===== config.mk =====
export PLATFORM = sky130hd
export DESIGN_NAME = serial_block_adder
export DESIGN_NICKNAME = d
export VERILOG_FILES = /design/src/rtl/adder_pkg.sv /design/src/rtl/carry_skip_adder.sv /design/src/rtl/serial_block_adder.sv
export SDC_FILE = /design/constraint.sdc
export NUM_CORES = 1
export LEC_CHECK = 0
export CAP_MARGIN = 10
export CELL_PAD_IN_SITES_DETAIL_PLACEMENT = 1
export CELL_PAD_IN_SITES_GLOBAL_PLACEMENT = 2
export CORE_MARGIN = 1.5
export CORE_UTILIZATION = 37
export CTS_CLUSTER_DIAMETER = 120
export CTS_CLUSTER_SIZE = 16
export DETAILED_ROUTE_END_ITERATION = 6
export PLACE_DENSITY = 0.83
export RECOVER_POWER = 25
export SLEW_MARGIN = 30
export SYNTH_ARGS = -nofsm -noshare
export SYNTH_HDL_FRONTEND = slang
export SYNTH_HIERARCHICAL = 1
export SYNTH_SLANG_ARGS = --single-unit

===== constraint.sdc =====
create_clock -name clk -period 7.76 [get_ports clk]
set_input_delay 1.552 -clock clk [delete_from_list [all_inputs] [get_ports clk]]
set_output_delay 1.552 -clock clk [all_outputs]
set_load 0.01 [all_outputs]

===== src/rtl/adder_pkg.sv =====
// Shared definitions for the serial block adder.
//   sba_state_t  : controller states (IDLE, RUN, DONE)
//   num_blocks() : number of BLOCK_SIZE-wide slices covering an n-bit operand
//   idx_width()  : width of a slice index counter, never less than one bit
package adder_pkg;

  typedef enum logic [1:0] {
    IDLE = 2'd0,
    RUN  = 2'd1,
    DONE = 2'd2
  } sba_state_t;

  function automatic int unsigned num_blocks(input int unsigned n, input int unsigned bs);
    return (n + bs - 1) / bs;
  endfunction

  function automatic int unsigned idx_width(input int unsigned nb);
    return (nb > 1) ? int'($clog2(nb)) : 1;
  endfunction

endpackage


===== src/rtl/carry_skip_adder.sv =====
// Combinational carry-skip adder.
//   a, b  : N-bit operands
//   cin   : carry in
//   sum   : a + b + cin modulo 2^N
//   cout  : carry out of bit N-1
// Bits ripple inside each BLOCK_SIZE block; a block whose bits all propagate
// passes its incoming carry straight through to the next block.
module carry_skip_adder
  import adder_pkg::*;
#(
  parameter int unsigned N          = 16,
  parameter int unsigned BLOCK_SIZE = 4
) (
  input  logic [N-1:0] a,
  input  logic [N-1:0] b,
  input  logic         cin,
  output logic [N-1:0] sum,
  output logic         cout
);

  localparam int unsigned NBK = num_blocks(N, BLOCK_SIZE);

  logic c_blk;   // carry entering the current block
  logic c_bit;   // ripple carry inside the current block
  logic p_all;   // every bit of the current block propagates

  always_comb begin
    sum   = '0;
    c_blk = cin;
    c_bit = 1'b0;
    p_all = 1'b1;
    for (int unsigned k = 0; k < NBK; k++) begin
      c_bit = c_blk;
      p_all = 1'b1;
      for (int unsigned j = 0; j < BLOCK_SIZE; j++) begin
        if (k * BLOCK_SIZE + j < N) begin
          sum[k*BLOCK_SIZE+j] = a[k*BLOCK_SIZE+j] ^ b[k*BLOCK_SIZE+j] ^ c_bit;
          c_bit = (a[k*BLOCK_SIZE+j] & b[k*BLOCK_SIZE+j]) |
                  (c_bit & (a[k*BLOCK_SIZE+j] ^ b[k*BLOCK_SIZE+j]));
          p_all = p_all & (a[k*BLOCK_SIZE+j] ^ b[k*BLOCK_SIZE+j]);
        end
      end
      // A fully propagating block cannot generate, so the skip path is exact.
      c_blk = p_all ? c_blk : c_bit;
    end
    cout = c_blk;
  end

endmodule


===== src/rtl/serial_block_adder.sv =====
// Multi-cycle N-bit adder: one BLOCK_SIZE slice per cycle through a single
// carry_skip_adder, LSB slice first, with the slice carry registered between
// cycles.
//   clk, rst_n           : clock, asynchronous active-low reset
//   in_valid / in_ready  : operand handshake (a, b, cin captured in IDLE)
//   out_valid / out_ready: result handshake (sum, cout held in DONE)
//   sum, cout            : registered a + b + cin and carry out of bit N-1
module serial_block_adder
  import adder_pkg::*;
#(
  parameter int unsigned N          = 16,
  parameter int unsigned BLOCK_SIZE = 4
) (
  input  logic         clk,
  input  logic         rst_n,
  input  logic         in_valid,
  output logic         in_ready,
  input  logic [N-1:0] a,
  input  logic [N-1:0] b,
  input  logic         cin,
  output logic         out_valid,
  input  logic         out_ready,
  output logic [N-1:0] sum,
  output logic         cout
);

  localparam int unsigned NB  = num_blocks(N, BLOCK_SIZE);
  localparam int unsigned IW  = idx_width(NB);
  localparam int unsigned PW  = NB * BLOCK_SIZE;   // operand width padded to whole slices
  localparam int unsigned Rem = N % BLOCK_SIZE;

  localparam logic [IW-1:0] LastIdx   = IW'(NB - 1);
  localparam logic [PW-1:0] SliceMask = PW'({BLOCK_SIZE{1'b1}});

  sba_state_t state_q;
  logic [IW-1:0] idx_q;
  logic [PW-1:0] a_q, b_q;
  logic          carry_q;
  logic [N-1:0]  sum_q;
  logic          cout_q;

  logic [31:0]           off;
  logic [BLOCK_SIZE-1:0] slice_a, slice_b, slice_sum;
  logic                  slice_cout;
  logic [N-1:0]          sum_d;
  logic                  cout_last;

  // Padding bits above N-1 are zero in the operand registers, so the last
  // slice sees zeros there.
  assign off     = 32'(idx_q) * BLOCK_SIZE;
  assign slice_a = BLOCK_SIZE'(a_q >> off);
  assign slice_b = BLOCK_SIZE'(b_q >> off);

  carry_skip_adder #(
    .N          (BLOCK_SIZE),
    .BLOCK_SIZE (BLOCK_SIZE)
  ) u_csa (
    .a    (slice_a),
    .b    (slice_b),
    .cin  (carry_q),
    .sum  (slice_sum),
    .cout (slice_cout)
  );

  always_comb begin
    sum_d = N'((PW'(sum_q) & ~(SliceMask << off)) | (PW'(slice_sum) << off));
    // With a partial last slice the true carry out of bit N-1 lands on slice
    // sum bit Rem, since the padded operand bits are zero.
    cout_last = (Rem == 0) ? slice_cout : 1'(slice_sum >> Rem);
  end

  always_ff @(posedge clk or negedge rst_n) begin
    if (!rst_n) begin
      state_q <= IDLE;
      idx_q   <= '0;
      a_q     <= '0;
      b_q     <= '0;
      carry_q <= 1'b0;
      sum_q   <= '0;
      cout_q  <= 1'b0;
    end else begin
      unique case (state_q)
        IDLE: begin
          if (in_valid) begin
            a_q     <= PW'(a);
            b_q     <= PW'(b);
            carry_q <= cin;
            idx_q   <= '0;
            state_q <= RUN;
          end
        end
        RUN: begin
          sum_q   <= sum_d;
          carry_q <= slice_cout;
          if (idx_q == LastIdx) begin
            cout_q  <= cout_last;
            state_q <= DONE;
          end else begin
            idx_q <= idx_q + IW'(1);
          end
        end
        DONE: begin
          if (out_ready) begin
            state_q <= IDLE;
          end
        end
        default: state_q <= IDLE;
      endcase
    end
  end

  assign in_ready  = (state_q == IDLE);
  assign out_valid = (state_q == DONE);
  assign sum       = sum_q;
  assign cout      = cout_q;

endmodule


==> results.txt, run 1 <==
Simple-Gate Fraction of Synth Area -> 4.74%
Buf/Inv on CP -> 2
Layout Cells excl Fill -> 302
1st-iter DRT viols -> 68
Capture point of the worst reg-to-reg path -> sum[3]
GRT overflow -> 0
FP Rows -> 29
RR Startpoint -> idx_q[0]
NumNets Final -> 274
Cell Area, Synth -> 2480 um2
CTS tree -> yes
WL/cell -> 16.1 um
Clk root buf -> clkbuf_8
CTS resizes -> 0
Total Wirelength -> 4.87 mm
Later-pin clock latency in the skew report -> 0.30 ns
Setup violators final -> 0
Met2 GRT Util -> 23.3%
Vias in the first global route -> 1616
Routability cong. -> 0.684
Ys flop type -> dfrtp_1
Largest family of logic cells by synthesized area -> multiplexers
CTS H-tree lvls -> 2
Fin. max-slew vios -> 55
Hold_sp -> b_q[3]
Ys Warns -> 6
Clk_skew -> 0.00942 ns
Ys async rst share -> 100%
Hold Path Cell Cnt -> 1
Initial Util -> 38.7%
Relative slew margins -> -94.4%
Core Util, Final -> 49.3%
Syn avg cell area -> 14.8 um2
Antenna Nets Post-Route -> 0
Worst Reg-to-Reg Cells -> 10
Pin count of the biggest net entering global routing -> 55
Max incr delay on CP -> 2.05 ns
Layout cells sized above 1 -> 22.2%
Core area -> 6420 um2
Power per Cell Area -> 466 nW/um2
Share of the yosys chip area belonging to registers -> 54.4%
Leakage power -> 1.37 nW
Syn nets -> 217
Clock buffer depth -> 2
CTS buffer count -> 5
Worst slew pin tran -> 2.92 ns
Remaining DRCs -> 4
Via density -> 5.14
CP Cell Sequence -> buf_2 -> clkbuf_1
Worst setup SP type -> input pin
Layout area overhead -> 27.4%
Crit end category -> asynchronous set/reset pin
CP arrival -> 3.71 ns
Hold Path Sink -> b_q[3]
Crit Path Category -> in2async
Syn Inst Count -> 168
Number of diodes -> 0
GR Layer Usage met1 -> 20.5%
Setup TNS -> 0 ns
First-pass GRT wire length -> 8.21 mm
VDD IR-drop max -> 0.182 mV
Top Family by Delay on Critical Path -> buffers and inverters
Adder-cell area share of the yosys netlist -> 7.25%
Via count -> 1552
Post-synth top area cell -> dfrtp_1
First-pass DRT Iterations -> 7
Gr usage total -> 14.5%
Unrepaired setup endpoints after global routing -> false
Clock Pin Slew Worst Setup and Hold Paths -> 0.09 ns
Fill cells -> 652
Met3 Track Usage GR -> 2.43%
Tmin final -> 3.93 ns
CP max stage cell -> clkbuf_1
Top-level I/O count -> 56
Post-synthesis mux area share -> 23.1%
Hold-fix buffers, CTS -> 0
Synth top area cells -> dfrtp_1 54%, mux2_2 15%, mux4_2 7.3%, a22o_1 6.0%, ha_1 4.0%
Placed Cells -> 295
Max Fclk -> 0.255 GHz
Endpoints failing hold -> 0
Initial antenna violation count -> 0
Status -> finished, violations left
Post-synth EDFFs -> 0
Worst path required time -> 7.54 ns
Sink Count -> 54
Final period utilization -> 50.6%
Die Height -> 84.9 um
Synthesized flop and latch total -> 54
Chip Width -> 84.9 um
CP max FO -> 54
Post-CTS setup buffers -> 0
Hold Crit Class -> reg2reg
Port Buffer Count -> 55
Die area -> 7210 um2
Most frequent cells in the layout -> 54 x dfrtp_1, 54 x clkdlybuf4s50_1, 33 x mux2_2, 17 x a22o_1, 12 x inv_1
Max-cap violations -> 1
Final HPWL from detailed placement -> 3.63 mm
Top-area cell type share of the netlist area -> 54.4%
Xor-xnor portion of the synthesized cell area -> 0%
R2r setup slk -> 4.41 ns
Violated checks -> DRC, capacitance limit, slew limit
Synth Area in Compound Gates -> 6.60%
Synth unique cells -> 24
Grt peak-use layer -> met2
==> registers in the layout (all words and copies together) (netlist names) <==
register  cells
idx_q         2
sum          16
cout          1
a_q          16
state_q       2
carry_q       1
b_q          16
==> area by class of cell <==
type	count	area [um2]	area share [%]
timing repair buffer	57	557	17.6
tap	77	96.3	3.04
clock inverter	1	7.51	0.237
inverter	12	45.0	1.42
sequential	54	1350	42.7
multi-input combinational	95	1030	32.7
clock buffer	6	72.6	2.29
==> power by group <==
part / switching, mW / internal (mW)
logic: 0.368 / 0.423
registers: 0.110 / 0.425
clock network: 0.0874 / 0.0621
==> cells in the mapped netlist (2+ instances only) <==
cell	instances
mux2_2	33
buf_6	3
nand2_1	5
buf_2	3
fa_1	4
o21ai_0	2
mux4_2	8
nor2_1	3
nor3_1	4
a22o_1	17
nand2b_1	2
inv_1	12
dfrtp_1	54
ha_1	8
==> stage by stage <==
step / area (um2) / power (mW) / hold WS, ns / setup slack (ns)
2_1_floorplan: 2480 / 1.06 / 0.453 / 4.77
3_3_place_gp: 3090 / 1.31 / 0.478 / 4.51
3_5_place_dp: 3090 / 1.35 / 0.474 / 4.39
4_1_cts: 3170 / 1.50 / 0.504 / 4.36
5_1_grt: 3160 / 1.60 / 0.523 / 3.27
6_report: 3160 / 1.48 / 0.499 / 3.83
==> kinds of logic after synthesis <==
kind of cell | Yosys count
AO/OA/AOI/OAI | 20
adder cells (fa/ha/maj) | 12
buffers and inverters | 19
flip-flops | 54
multiplexers | 43
AND/OR/NAND/NOR | 20
==> worst max-delay path by stage <==
| stage | slack, ns | cells past startpoint | startpoint | to |
|---|---|---|---|---|
| after floorplan | 4.77 | 11 | idx_q[0] | sum[11] |
| after global placement | 4.51 | 10 | idx_q[0] | sum[11] |
| after detailed placement | 4.39 | 10 | idx_q[0] | sum[7] |
| after CTS | 4.36 | 10 | idx_q[0] | sum[3] |
| after global routing | 3.27 | 2 | rst_n | sum[12] |
| final | 3.83 | 2 | rst_n | a_q[12] |
==> routing by layer <==
metal / up-vias / share of wire [%]
met3: 6 / 3.8
met1: 786 / 48
li1: 717 / -
met2: 43 / 48
met4: 0 / 0.99
met5: - / 0
Power figures use the tool's default switching activity.
==> inputs of run 2 (changes only) <==
Settings changed: CORE_UTILIZATION 37 to 34, PLACE_DENSITY 0.83 to 0.78.
Clock period 7.76 ns to 3.9 ns, I/O delays scaled along.
==> results.txt, run 2 (same netlist as run 1, synthesis figures left out) <==
Total Wirelength -> 4.93 mm
Remaining DRCs -> 0
Crit end category -> register
Hold-fix buffers, CTS -> 0
Unrepaired setup endpoints after global routing -> false
GRT overflow -> 0
FP Rows -> 30
Gr usage total -> 14.0%
Later-pin clock latency in the skew report -> 0.30 ns
Antenna Nets Post-Route -> 0
Worst path required time -> 4.14 ns
Hold Crit Class -> reg2reg
Vias in the first global route -> 1658
Area after DPL -> 3120 um2
Clock buffer depth -> 2
Violated checks -> capacitance limit, slew limit
Layout area overhead -> 29.2%
Pin count of the biggest net entering global routing -> 34
Status -> finished, violations left
Max-cap violations -> 1
Number of diodes -> 0
Sink Count -> 54
Chip Width -> 88.5 um
CP max FO -> 7
1st-iter DRT viols -> 42
Via count -> 1531
Hold slack -> 0.500 ns
Hold Path Cell Cnt -> 1
Levels on crit path -> 10
Die area -> 7830 um2
RR Startpoint -> idx_q[0]
CTS H-tree lvls -> 2
Post-route cell area -> 3210 um2
Routability cong. -> 0.700
CP Cell Sequence -> mux4_2 -> inv_1 -> fa_1 -> inv_1 -> fa_1 -> fa_1 -> inv_1 -> fa_1 -> inv_1 -> a22o_1
Tmin final -> 3.00 ns
Setup TNS -> 0 ns
Clk_skew -> 0.00621 ns
Setup violators final -> 0
Post-CTS setup buffers -> 0
Die Height -> 88.5 um
First-pass DRT Iterations -> 4
Endpoints failing hold -> 0
Worst setup SP type -> register
Leakage power -> 1.38 nW
Relative slew margins -> -7.37%
Fill cells -> 709
Hold Path Sink -> sum[5]
Worst slew pin tran -> 1.61 ns
Initial Util -> 35.8%
Core area -> 6940 um2
CTS tree -> yes
Capture point of the worst reg-to-reg path -> sum[15]
VDD IR-drop max -> 0.367 mV
First-pass GRT wire length -> 8.31 mm
Final period utilization -> 76.8%
Layout cells sized above 1 -> 22.9%
Max Fclk -> 0.334 GHz
CP max stage cell -> mux4_2
Worst Reg-to-Reg Cells -> 10
CP arrival -> 3.24 ns
NumNets Final -> 275
Hold_sp -> sum[5]
Clk root buf -> clkbuf_8
Crit Path Category -> reg2reg
Buf/Inv on CP -> 4
Core Util, Final -> 46.2%
Max incr delay on CP -> 0.56 ns
Initial antenna violation count -> 0
Port Buffer Count -> 55
CTS resizes -> 0
R2r setup slk -> 0.90 ns
Via density -> 4.74
WL/cell -> 15.3 um
Top-level I/O count -> 56
CTS buffer count -> 5
Fin. max-slew vios -> 31
Most frequent cells in the layout -> 54 x dfrtp_1, 54 x clkdlybuf4s50_1, 33 x mux2_2, 17 x a22o_1, 12 x inv_1
Top Family by Delay on Critical Path -> adder cells
Power per Cell Area -> 918 nW/um2
Clock Pin Slew Worst Setup and Hold Paths -> 0.09 ns
Final HPWL from detailed placement -> 3.88 mm
==> run 2: power by group <==
group	internal [mW]	switching [mW]	leakage, nW
clock	0.143	0.177	0.0472
combinational	0.847	0.727	0.687
sequential	0.847	0.206	0.650
==> run 2: routing by layer <==
layer / global-route usage [%] / wire length (um) / part of all wire, %
met5: 0 / 0 / 0
met4: 2.56 / 39 / 0.79
met3: 3.08 / 195 / 4.0
met2: 22.1 / 2290 / 46
met1: 20.1 / 2410 / 49
==> run 2: through the flow <==
stage	cells	setup WS, ns	total power, mW
5_1_grt	323	0.451	3.23
3_5_place_dp	315	0.874	2.69
4_1_cts	323	0.864	3.01
2_1_floorplan	168	0.914	2.11
3_3_place_gp	315	0.949	2.64
6_report	323	0.903	2.95
==> run 2: area by class of cell <==
class,instances,area [um2],area share (%)
clock buffer,6,82.6,2.57
clock inverter,2,12.5,0.390
inverter,12,45.0,1.40
multi-input combinational,95,1030,32.2
sequential,54,1350,42.1
tap,96,120,3.74
timing repair buffer,58,563,17.5
==> run 2: how the worst max path moves through the flow <==
stage,startpoint,end,slack (ns)
finish,idx_q[0],sum[15],0.90
CTS,idx_q[0],sum[11],0.86
floorplan,idx_q[0],sum[11],0.91
global placement,idx_q[0],sum[11],0.95
detailed placement,idx_q[0],sum[3],0.87
global route,rst_n,cout,0.45
==> inputs of run 3 (changes only) <==
Clock period 3.9 ns to 3.1 ns, I/O delays scaled along.
==> results.txt, run 3 (same netlist as run 1, synthesis figures left out) <==
Status -> complete, no violations
Layout cells sized above 1 -> 23.7%
CTS tree -> yes
Overall Power -> 3.72 mW
Initial antenna violation count -> 0
Total Wirelength -> 5.02 mm
Relative slew margins -> 19.7%
Post-route cell area -> 3210 um2
Unrepaired setup endpoints after global routing -> false
Number of diodes -> 0
Later-pin clock latency in the skew report -> 0.30 ns
Setup violators final -> 0
Setup TNS -> 0 ns
Fill cells -> 721
Max incr delay on CP -> 0.53 ns
Via count -> 1544
Worst Reg-to-Reg Cells -> 10
CP arrival -> 3.11 ns
Remaining DRCs -> 0
RR Startpoint -> idx_q[0]
Tmin final -> 2.87 ns
Clock buffer depth -> 2
1st-iter DRT viols -> 20
CTS H-tree lvls -> 2
Via density -> 4.77
Routability cong. -> 0.711
Final HPWL from detailed placement -> 3.89 mm
Core Util, Final -> 46.2%
Die Height -> 88.5 um
Crit end category -> register
Most frequent cells in the layout -> 54 x clkdlybuf4s50_1, 53 x dfrtp_1, 33 x mux2_2, 17 x a22o_1, 12 x inv_1
Multi-input gate area -> 1030 um2
CP max FO -> 5
Top Family by Delay on Critical Path -> adder cells
Layout area overhead -> 29.3%
Endpoints failing hold -> 0
Buf/Inv on CP -> 4
Port Buffer Count -> 55
Gr usage total -> 14.4%
Crit Path Category -> reg2reg
Max-cap violations -> 0
Max Fclk -> 0.349 GHz
Power per Cell Area -> 1160 nW/um2
Pin count of the biggest net entering global routing -> 34
Top-level I/O count -> 56
Hold_sp -> sum[9]
Hold Path Sink -> sum[9]
R2r setup slk -> 0.23 ns
NumNets Final -> 276
Die area -> 7830 um2
Antenna Nets Post-Route -> 0
Final period utilization -> 92.5%
First-pass DRT Iterations -> 3
Fin. max-slew vios -> 0
Clock Pin Slew Worst Setup and Hold Paths -> 0.10 ns
Worst setup SP type -> register
VDD IR-drop max -> 0.532 mV
Area after DPL -> 3130 um2
CP Cell Sequence -> mux4_2 -> inv_1 -> fa_1 -> inv_1 -> fa_1 -> fa_1 -> inv_1 -> fa_1 -> inv_1 -> a22o_1
Clk_skew -> 0.0107 ns
GRT overflow -> 0
CTS buffer count -> 5
Vias in the first global route -> 1718
Initial Util -> 35.8%
Most common cell after layout, fill and taps aside -> clkdlybuf4s50_1
Hold Path Cell Cnt -> 1
WL/cell -> 15.5 um
Hold Crit Class -> reg2reg
Worst path required time -> 3.34 ns
Sink Count -> 54
Clk root buf -> clkbuf_8
Post-CTS setup buffers -> 0
FP Rows -> 30
Register area -> 1350 um2
Leakage power -> 1.39 nW
Core area -> 6940 um2
Capture point of the worst reg-to-reg path -> sum[15]
Worst slew pin tran -> 1.20 ns
CP max stage cell -> mux4_2
First-pass GRT wire length -> 8.63 mm
Chip Width -> 88.5 um
## run 3: cell count changes in the layout (fill, tap and decap cells not counted), sizes merged
cell / before / now
clkinv: 1 / 2
clkinvlp: 1 / 0
buf: 2 / 3
## run 3: worst max-delay path by stage
stage / endpoint / start / depth (start not counted)
final: sum[15] / idx_q[0] / 10
after global routing: sum[15] / idx_q[0] / 10
after CTS: sum[15] / idx_q[0] / 8
after detailed placement: sum[3] / idx_q[0] / 8
after global placement: sum[11] / idx_q[0] / 10
after floorplan: sum[11] / idx_q[0] / 11
## run 3: stage by stage
stage	instances	worst slack (ns)	hold slack, ns
2_1_floorplan	168	0.114	0.324
3_3_place_gp	316	0.218	0.487
3_5_place_dp	316	0.145	0.482
4_1_cts	324	0.116	0.289
5_1_grt	324	0.0309	0.529
6_report	324	0.231	0.505
## run 3: final cells by class
class                           count  share of cell area [%]
Timing Repair Buffer               59                    17.8
Sequential cell                    54                    42.1
Tap cell                           96                    3.74
Clock inverter                      2                   0.429
Clock buffer                        6                    2.26
Multi-Input combinational cell     95                    32.2
Inverter                           12                    1.40
## run 3: layer usage
layer | global-route usage (%) | wire (um)
met5 | 0 | 0
met4 | 2.56 | 25
met3 | 3.26 | 209
met2 | 24.0 | 2400
met1 | 19.7 | 2380
## run 3: where the power goes
part	internal (mW)	switching, mW
combinational	1.07	0.954
sequential	1.07	0.241
clock	0.160	0.224
total	2.30	1.42
## run 3: repair_timing
item | CTS | global route
gates resized for setup | 0 | 1
setup endpoints to repair | 0 | 4
hold buffers | 0 | 0
